File: config.mk
export PLATFORM = sky130hd
export DESIGN_NAME = adder_result_accumulator
export DESIGN_NICKNAME = d
export VERILOG_FILES = /design/src/rtl/adder_result_accumulator.sv
export SDC_FILE = /design/constraint.sdc
export NUM_CORES = 1
export LEC_CHECK = 0
export CAP_MARGIN = 5
export CORE_ASPECT_RATIO = 0.8
export CORE_MARGIN = 4
export CORE_UTILIZATION = 46
export DETAILED_ROUTE_END_ITERATION = 10
export MAX_ROUTING_LAYER = met4
export PLACE_DENSITY_LB_ADDON = 0.3
export SLEW_MARGIN = 20
export SYNTH_ARGS = -nofsm -noshare
export SYNTH_HDL_FRONTEND = slang
export SYNTH_SLANG_ARGS = --single-unit
File: constraint.sdc
create_clock -name clk -period 1.8 [get_ports clk]
set_input_delay 0.54 -clock clk [delete_from_list [all_inputs] [get_ports clk]]
set_output_delay 0.54 -clock clk [all_outputs]
set_load 0.1 [all_outputs]
File: src/rtl/adder_result_accumulator.sv
// Sums NUM_SAMPLES 5-bit adder results ({carry_in, sum_in}) into one ACC_W-bit word with valid/ready handshakes.
// Optional macro ACC_SATURATE_EN clamps the total at 2^ACC_W-1 instead of wrapping.
module adder_result_accumulator #(
  parameter int unsigned NUM_SAMPLES = 4,
  parameter int unsigned ACC_W       = 8
) (
  input  logic             clk,
  input  logic             rst,
  input  logic             in_valid,
  output logic             in_ready,
  input  logic [3:0]       sum_in,
  input  logic             carry_in,
  output logic             out_valid,
  input  logic             out_ready,
  output logic [ACC_W-1:0] acc_out,
  output logic             overflow
);

  typedef enum logic [1:0] {IDLE, ACCUM, DONE} state_t;

  state_t           state, state_next;
  logic [7:0]       count, count_next;
  logic [ACC_W-1:0] acc_q, acc_next;
  logic             ovf_q, ovf_next;
  logic             valid_q;
  logic [ACC_W:0]   sum;
  logic             accept;
  logic             last;

  assign in_ready  = (state != DONE);
  assign accept    = in_valid && in_ready;
  assign sum       = {1'b0, acc_q} + (ACC_W+1)'({carry_in, sum_in});
  // count is 0 in IDLE, so this also covers the single-sample word
  assign last      = (count == 8'(NUM_SAMPLES - 1));
  assign acc_out   = acc_q;
  assign overflow  = ovf_q;
  assign out_valid = valid_q;

  always_comb begin
    state_next = state;
    count_next = count;
    acc_next   = acc_q;
    ovf_next   = ovf_q;
    case (state)
      IDLE, ACCUM: begin
        if (accept) begin
          count_next = count + 8'd1;
          ovf_next   = ovf_q | sum[ACC_W];
`ifdef ACC_SATURATE_EN
          acc_next   = sum[ACC_W] ? '1 : sum[ACC_W-1:0];
`else
          acc_next   = sum[ACC_W-1:0];
`endif
          state_next = last ? DONE : ACCUM;
        end
      end
      DONE: begin
        if (out_ready) begin
          state_next = IDLE;
          count_next = '0;
          acc_next   = '0;
          ovf_next   = 1'b0;
        end
      end
      default: begin
        state_next = IDLE;
        count_next = '0;
        acc_next   = '0;
        ovf_next   = 1'b0;
      end
    endcase
  end

  always_ff @(posedge clk or posedge rst) begin
    if (rst) begin
      state   <= IDLE;
      count   <= '0;
      acc_q   <= '0;
      ovf_q   <= 1'b0;
      valid_q <= 1'b0;
    end else begin
      state   <= state_next;
      count   <= count_next;
      acc_q   <= acc_next;
      ovf_q   <= ovf_next;
      valid_q <= (state_next == DONE);
    end
  end

endmodule

; ---- After elaboration in Yosys (flattened, before gate mapping)
; Cells that the tools add are included.
; W data, S select, Z words.
[word_totals]
reg_bits = 20
out_inout_bits = 11
word_cells = 31
[classes]
addsub = 2
muxes = 12
reduce_logical = 4
n_eq_ne = 7
bitwise_logic = 1
[ops]
columns = op, n
row1 = $pmux W8 S2, 2
row2 = $mux W8, 3
row3 = $add A8 B5 Y9, 1
row4 = $add A8 B1 Y8 const B, 1
row5 = $eq A8 B2 Y1 const B, 1
row6 = $mux W2, 3
row7 = $ne A2 B2 Y1 const B, 3
row8 = $eq A2 B2 Y1 const B, 2
row9 = $pmux W2 S2, 1
row10 = $eq A2 B1 Y1 const B, 1
row11 = $logic_not A2 Y1, 1
row12 = $mux W1, 2
row13 = $pmux W1 S2, 1
row14 = $reduce_and A2 Y1, 1
row15 = $reduce_or A2 Y1, 1
row16 = $logic_and A1 B1 Y1, 1
row17 = $or A1 B1 Y1, 1

; ---- Longest topological paths before layout
; Gate-level depths: netlist (run 1).
[depth]
ltp_word = 5
depth_mapped = 6
ltp_nobuf = 6

; ---- Worst setup path after synthesis (run 1)
; OpenSTA, ideal clock, no wires.
[synth_timing]
path_kind = flip-flop to flip-flop
from = reg acc_q[0] (netlist: acc_out[0])
to = reg acc_q[6] (netlist: acc_out[6])
arrival_time_ns = 2.144
stages_incl_launch_ff = 7
path_buffers = 0
required_ns = 1.670
slack_ns = -0.473
setup_ns = 0.130
cell_sequence = dfrtp_1 ha_1 fa_1 a211o_1 a21oi_1 or4_1 a21oi_1
[synth_via]
elab_chain_cells = 3
[synth_lines]
columns = element, line_no
row1 = start: declaration, 23  ; logic [ACC_W-1:0] acc_q, acc_next;
row2 = start signal: assignment, 84  ; acc_q <= acc_next;
row3 = $add A8 B5 Y9, 32  ; assign sum = {1'b0, acc_q} + (ACC_W+1)'({carry_in, sum_in});
row4 = $mux W8, 46  ; if (accept) begin
row5 = $pmux W8 S2, 44  ; case (state)
; No other way between the ends. The select of a mux whose other input is x is not followed.
; A chain may end at the register's enable or synchronous reset.

; ---- Worst setup path in the final report (run 1)
; Ends and elaborated chain as after synthesis.

==> out/metrics.yaml, run 1 <==
fp-row-count: 15
status: "finished with violations"
max_cap_viol_count: 0
chipWidth_um: 62.8
holdWs_ns: 0.518
initial_core_util_pct: 49.8
syn-num-nets: 121
seq_area_um2: 509
ir_drop_mv: 1.74
hold_viol_final: 0
finalSetupViolations: 2
viasPerCell: 5.83
critPathMaxFanout: 3
max-clock-path-buffers: 2
worstSetupPathType: "flip-flop to flip-flop"
rsz0062_at_grt: "yes"
clk_latency_ns: 0.33
fillCellCount: 146
layout_setup_ws_ns: -0.0402
tightestPinTransition_ns: 0.446
fin_area_mm2: 0.00168
grt_util_all_layers_pct: 18.4
ys_seq_area_share_pct: 45.4
ys_types: 34
synth_seq_cells: 20
grt_pass1_vias: 978
wl_mm: 2.70
vias: 967
cts_sinks: 20
slew-limit-headroom_pct: 69.8
crit_required_ns: 2.03
cp-start-kind: "flip-flop"
coreArea_mm2: 0.00221
fin_crit_ns: 1.84
place_area_mm2: 0.00157
root_buffer: "clkbuf_4"
die-area_mm2: 0.00325
drt_pass1_iterations: 6
overflow: 0
arrival_ns: 2.07
synth_common_cells: "dfrtp_1, nand2_1, a21oi_1, nor2_1"
cts_made_buffers: 3
fmax_ghz: 0.543
finalCritPeriodShare_pct: 102
grt_start_max_net_pins: 21
antenna_cells: 0
gp_congestion: 0.836
clock_skew_ns: 0.0234
powerDensity_mw_per_mm2: 1930
grt_antenna_before_repair: 0
utilization_pct: 75.9
p_leak_nw: 0.756
drive_above_1_share_pct: 33.3
hp-class: "input port to async pin"
synth.most_common_cell: "dfrtp_1"
pin_count: 20
async_flop_share_pct: 100
yosys_warnings: 0
avgRoutedWirePerCell_um: 16.3
io_buffers: 19
synth_top_cell_area_share_pct: 45.4
ant_nets: 0
instances_no_fill: 166
synthTopCellsByArea: "dfrtp_1, ha_1, xnor2_1, a22o_1, nand2_1"
syn2layout_area_growth_pct: 52.3
hpwlAfterDp_mm: 1.91
slew_violations: 0
avgSynthCellArea_um2: 10.5
syn_area_mm2: 0.00110
cts_htree_levels: 1
cts.clk_slew.worst_paths_ns: 0.13
ys.flop_type: "dfrtp_1"
syn_inst: 105
multiInputGateArea_um2: 649
grt_pass1_wl_mm: 4.42
die_h_um: 51.8
nNetsFinal: 158
endpoint_kind: "flip-flop"
drt_iter0_markers: 26
cts_tree: "built"
synth_edf_count: 0
violations: "negative setup slack"
synth_top_cell_by_area: "dfrtp_1"
drc: 0
dp.cells: 161
-- timing repair --
| action | in CTS | in global routing |
|---|---|---|
| setup endpoints to repair | 4 | 5 |
| pin swaps | 3 | 10 |
| setup buffers | 0 | 1 |
| resized for setup | 3 | 8 |
| hold buffers | 0 | 0 |
-- flip-flops by register name (all words and copies together), names as in the netlist --
signal / flops
acc_out: 8
count: 8
state: 2
out_valid: 1
overflow: 1
-- layer usage --
metal | global-route usage (%) | part of all wire, % | vias up | wire length, um
met4 | 7.69 | 1.1 | 0 | 31
li1 | - | - | 463 | -
met5 | - | 0 | - | 0
met2 | 31.9 | 50 | 29 | 1350
met3 | 5.40 | 5.6 | 7 | 152
met1 | 20.2 | 43 | 468 | 1170
-- worst paths after layout --
| path | slack, ns | from | cells past startpoint | to |
|---|---|---|---|---|
| max in group asynchronous | 1.03 | rst | 3 | acc_out[4] |
| setup reg to reg | -0.04 | acc_out[0] | 6 | acc_out[6] |
| hold / removal | 0.52 | rst | 3 | count[7] |
| hold reg to reg | 0.56 | count[1] | 2 | count[1] |
| setup / recovery | -0.04 | acc_out[0] | 6 | acc_out[6] |
| min in group clk | 0.56 | count[1] | 2 | count[1] |
-- kinds of logic (layout without fill, tap and decap cells) --
| logic type | after synthesis | after routing | synth area share [%] |
|---|---|---|---|
| AND/OR/NAND/NOR | 38 | 38 | 18.3 |
| AO/OA/AOI/OAI | 25 | 25 | 16.2 |
| flip-flops | 20 | 20 | 45.4 |
| XOR/XNOR | 8 | 8 | 6.35 |
| adder cells (fa/ha/maj) | 7 | 7 | 8.62 |
| buffers and inverters | 4 | 40 | 2.38 |
| multiplexers | 3 | 3 | 2.83 |
-- final cells by class --
class                      instances  share of cell area [%]
multi-input combinational         81                    38.6
sequential                        20                    30.3
timing repair buffer              34                    25.6
tap                               25                    1.86
clock inverter                     1                    1.79
clock buffer                       3                    1.34
inverter                           2                   0.447
-- report_power, final --
group	leakage [nW]	total [W]	switching, W	internal (W)
logic	0.491	0.00196	0.00113	0.000834
registers	0.238	0.000893	0.000259	0.000634
clock network	0.0279	0.000380	0.000155	0.000226
total	0.756	0.00324	0.00154	0.00169
-- layout by cell type, fill, tap and decap left out, types with 3 or more instances in the layout --
master           count
dfrtp_1             15
buf_4               14
buf_12              12
nand2_1             10
nor2_1               7
xnor2_1              6
a22o_1               5
a21oi_1              4
ha_4                 4
dfrtp_2              4
a21o_1               3
a21oi_2              3
nand4_1              3
nand3_1              3
nor3_1               3
clkbuf_4             3
dlymetal6s2s_1       3
clkdlybuf4s50_1      3
-- critical path: stages, from the launching register on --
cell and delay, ns:
dfrtp_4 0.52, ha_4 0.17, fa_2 0.36, a211o_1 0.29, a21oi_2 0.19, or4_4 0.16, a21oi_2 0.05
-- per-stage QoR --
stage / setup slack (ns) / total power [W] / TNS [ns]
6_report: -0.0402 / 0.00324 / -0.0525
3_3_place_gp: -0.464 / 0.00270 / -3.93
5_1_grt: -0.0888 / 0.00340 / -0.174
4_1_cts: -0.0713 / 0.00316 / -0.0713
2_1_floorplan: -0.0880 / 0.00204 / -0.135
3_5_place_dp: -0.512 / 0.00275 / -4.39
Note: power is estimated with default switching activity, not from simulation.
==> run 2: changes to the inputs <==
--- a/config.mk
+++ b/config.mk
@@ -7,8 +7,9 @@
 export LEC_CHECK = 0
 export CAP_MARGIN = 5
 export CORE_ASPECT_RATIO = 0.8
-export CORE_MARGIN = 4
+export CORE_MARGIN = 3
 export CORE_UTILIZATION = 46
+export CTS_CLUSTER_DIAMETER = 80
 export DETAILED_ROUTE_END_ITERATION = 10
 export MAX_ROUTING_LAYER = met4
 export PLACE_DENSITY_LB_ADDON = 0.3
==> run 2 against run 1 <==
  * Global-route usage grew 0.45 points
  * Flip-flop and latch count unchanged
  * Sequential share of layout area increased by 0.83 points
  * Worst setup slack lost 0.0017 ns
  * Combinational power shrank 3%
  * Sequential power is essentially flat
  * Clock power is 32% lower
  * Clock-buffer cell count is 1 higher
  * Wire length fell by 9.3%
  * Maximum frequency hardly changed
  * The run still ends with negative setup slack left
==> out/metrics.yaml, run 2 (synthesis results as in run 1) <==
status: "finished with violations"
violations: "negative setup slack"
wl_mm: 2.45  # -9.3%
hp-class: "input port to async pin"
ant_nets: 0  # unchanged
reg2reg_to: "acc_out[6]"
endpoint_kind: "flip-flop"
avgRoutedWirePerCell_um: 14.8  # -8.7%
grt_pass1_wl_mm: 4.20  # -5.0%
rrSetupSlack_ns: -0.01  # +0.03 ns
crit_required_ns: 2.03  # about the same
fmax_ghz: 0.543  # about the same
grt_util_all_layers_pct: 18.9  # +0.45 points
cts.clk_slew.worst_paths_ns: 0.11  # -0.02 ns
gp_congestion: 0.850  # +1.6%
cts_tree: "built"
slew-limit-headroom_pct: 73.3  # +3.4 points
antenna_cells: 0  # unchanged
io_buffers: 19  # unchanged
ctsHoldBuffers: 0  # unchanged
chipWidth_um: 60.8  # -3.2%
hold_viol_final: 0  # unchanged
clk_latency_ns: 0.30  # -0.03 ns
tightestPinTransition_ns: 0.395  # -0.0510 ns
utilization_pct: 73.8  # -2.0 points
drt_iter0_markers: 28  # +7.7%
fin_crit_ns: 1.84  # +0.00167 ns
holdWs_ns: 0.545  # +0.0273 ns
viasPerCell: 5.66  # -2.8%
vias: 934  # -3.4%
mostFrequentLayoutCells: "dfrtp_1, buf_4, buf_12"
ir_drop_mv: 1.12  # -36%
clock_skew_ns: 0.00648  # -0.0169 ns
overflow: 0  # unchanged
syn2layout_area_growth_pct: 48.2
timing.rr.start: "acc_out[0]"
drt_pass1_iterations: 4  # -2
critPathMaxFanout: 4  # +1
cts_setup_buffers: 0  # unchanged
cp-start-kind: "input port"
cts_htree_levels: 1  # unchanged
cts_sinks: 20  # unchanged
max_cap_viol_count: 0  # unchanged
root_buffer: "clkbuf_4"
initial_core_util_pct: 49.8  # unchanged
coreArea_mm2: 0.00221  # unchanged
grt_antenna_before_repair: 0  # unchanged
powerDensity_mw_per_mm2: 1870  # -2.8%
pin_count: 20  # unchanged
final_common_cell: "dfrtp_1"
die-area_mm2: 0.00303  # -6.9%
rsz0062_at_grt: "yes"
grt_pass1_vias: 927  # -5.2%
cts_made_buffers: 3  # unchanged
max-clock-path-buffers: 2  # unchanged
arrival_ns: 2.08  # about the same
finalCritPeriodShare_pct: 102  # about the same
fp-row-count: 15  # unchanged
worstSetupPathType: "input port to flip-flop"
slew_violations: 0  # unchanged
ff2ff_path_depth: 6  # unchanged
hpwlAfterDp_mm: 1.82  # -4.5%
layout_setup_ws_ns: -0.0419  # -0.00167 ns
die_h_um: 49.8  # -3.9%
p_leak_nw: 0.717  # -5.1%
grt_start_max_net_pins: 21  # unchanged
drive_above_1_share_pct: 32.1  # -1.2 points
fillCellCount: 164  # +12%
drc: 0  # unchanged
nNetsFinal: 157  # -0.63%
finalSetupViolations: 1  # -1
[run 2: worst max path at each step]
stage                          start          to  depth (start not counted)
after detailed placement   sum_in[0]  acc_out[6]                          7
after global placement     sum_in[0]  acc_out[6]                          7
after CTS                 acc_out[0]  acc_out[6]                          6
after global routing      acc_out[0]  acc_out[6]                          6
after floorplan           acc_out[0]  acc_out[6]                          6
final                       carry_in  acc_out[6]                          6
[run 2: report_power, final]
group / switching (W) / total (W) / internal (W)
clock network: 0.000135 / 0.000258 / 0.000123
registers: 0.000257 / 0.000891 / 0.000634
logic: 0.00110 / 0.00191 / 0.000816
total: 0.00149 / 0.00306 / 0.00157
[run 2: stage by stage]
stage          TNS [ns]  cells  total power, W  cell area, um2  worst slack, ns
2_1_floorplan    -0.135    105         0.00204            1130          -0.0880
3_3_place_gp      -3.96    161         0.00269            1570           -0.462
3_5_place_dp      -4.30    161         0.00274            1570           -0.492
4_1_cts         -0.0438    165         0.00307            1630          -0.0438
5_1_grt         -0.0914    165         0.00324            1640          -0.0793
6_report        -0.0419    165         0.00306            1640          -0.0419
[run 2: cell type report]
cell class / count / area (um2) / share of cell area (%)
Tap cell: 25 / 31.3 / 1.91
Timing Repair Buffer: 33 / 415 / 25.4
Inverter: 2 / 7.51 / 0.459
Multi-Input combinational cell: 81 / 636 / 38.9
Clock buffer: 4 / 36.3 / 2.22
Sequential cell: 20 / 509 / 31.1
[run 2: critical path, stage by stage]
cell and delay [ns]:
clkdlybuf4s50_1 0.41, ha_1 0.35, o21a_1 0.16, a21oi_2 0.07
or4_1 0.39, a21oi_1 0.16
[run 2: timing repair]
action | in CTS | in global routing
pin swaps | 4 | 3
setup endpoints to repair | 5 | 5
resized for setup | 5 | 2
[run 2: routing by layer]
layer | part of all wire, % | global-route usage [%]
met1 | 45 | 25.0
met2 | 48 | 28.8
met3 | 6.9 | 5.76
met4 | 0.61 | 3.25
met5 | 0 | -
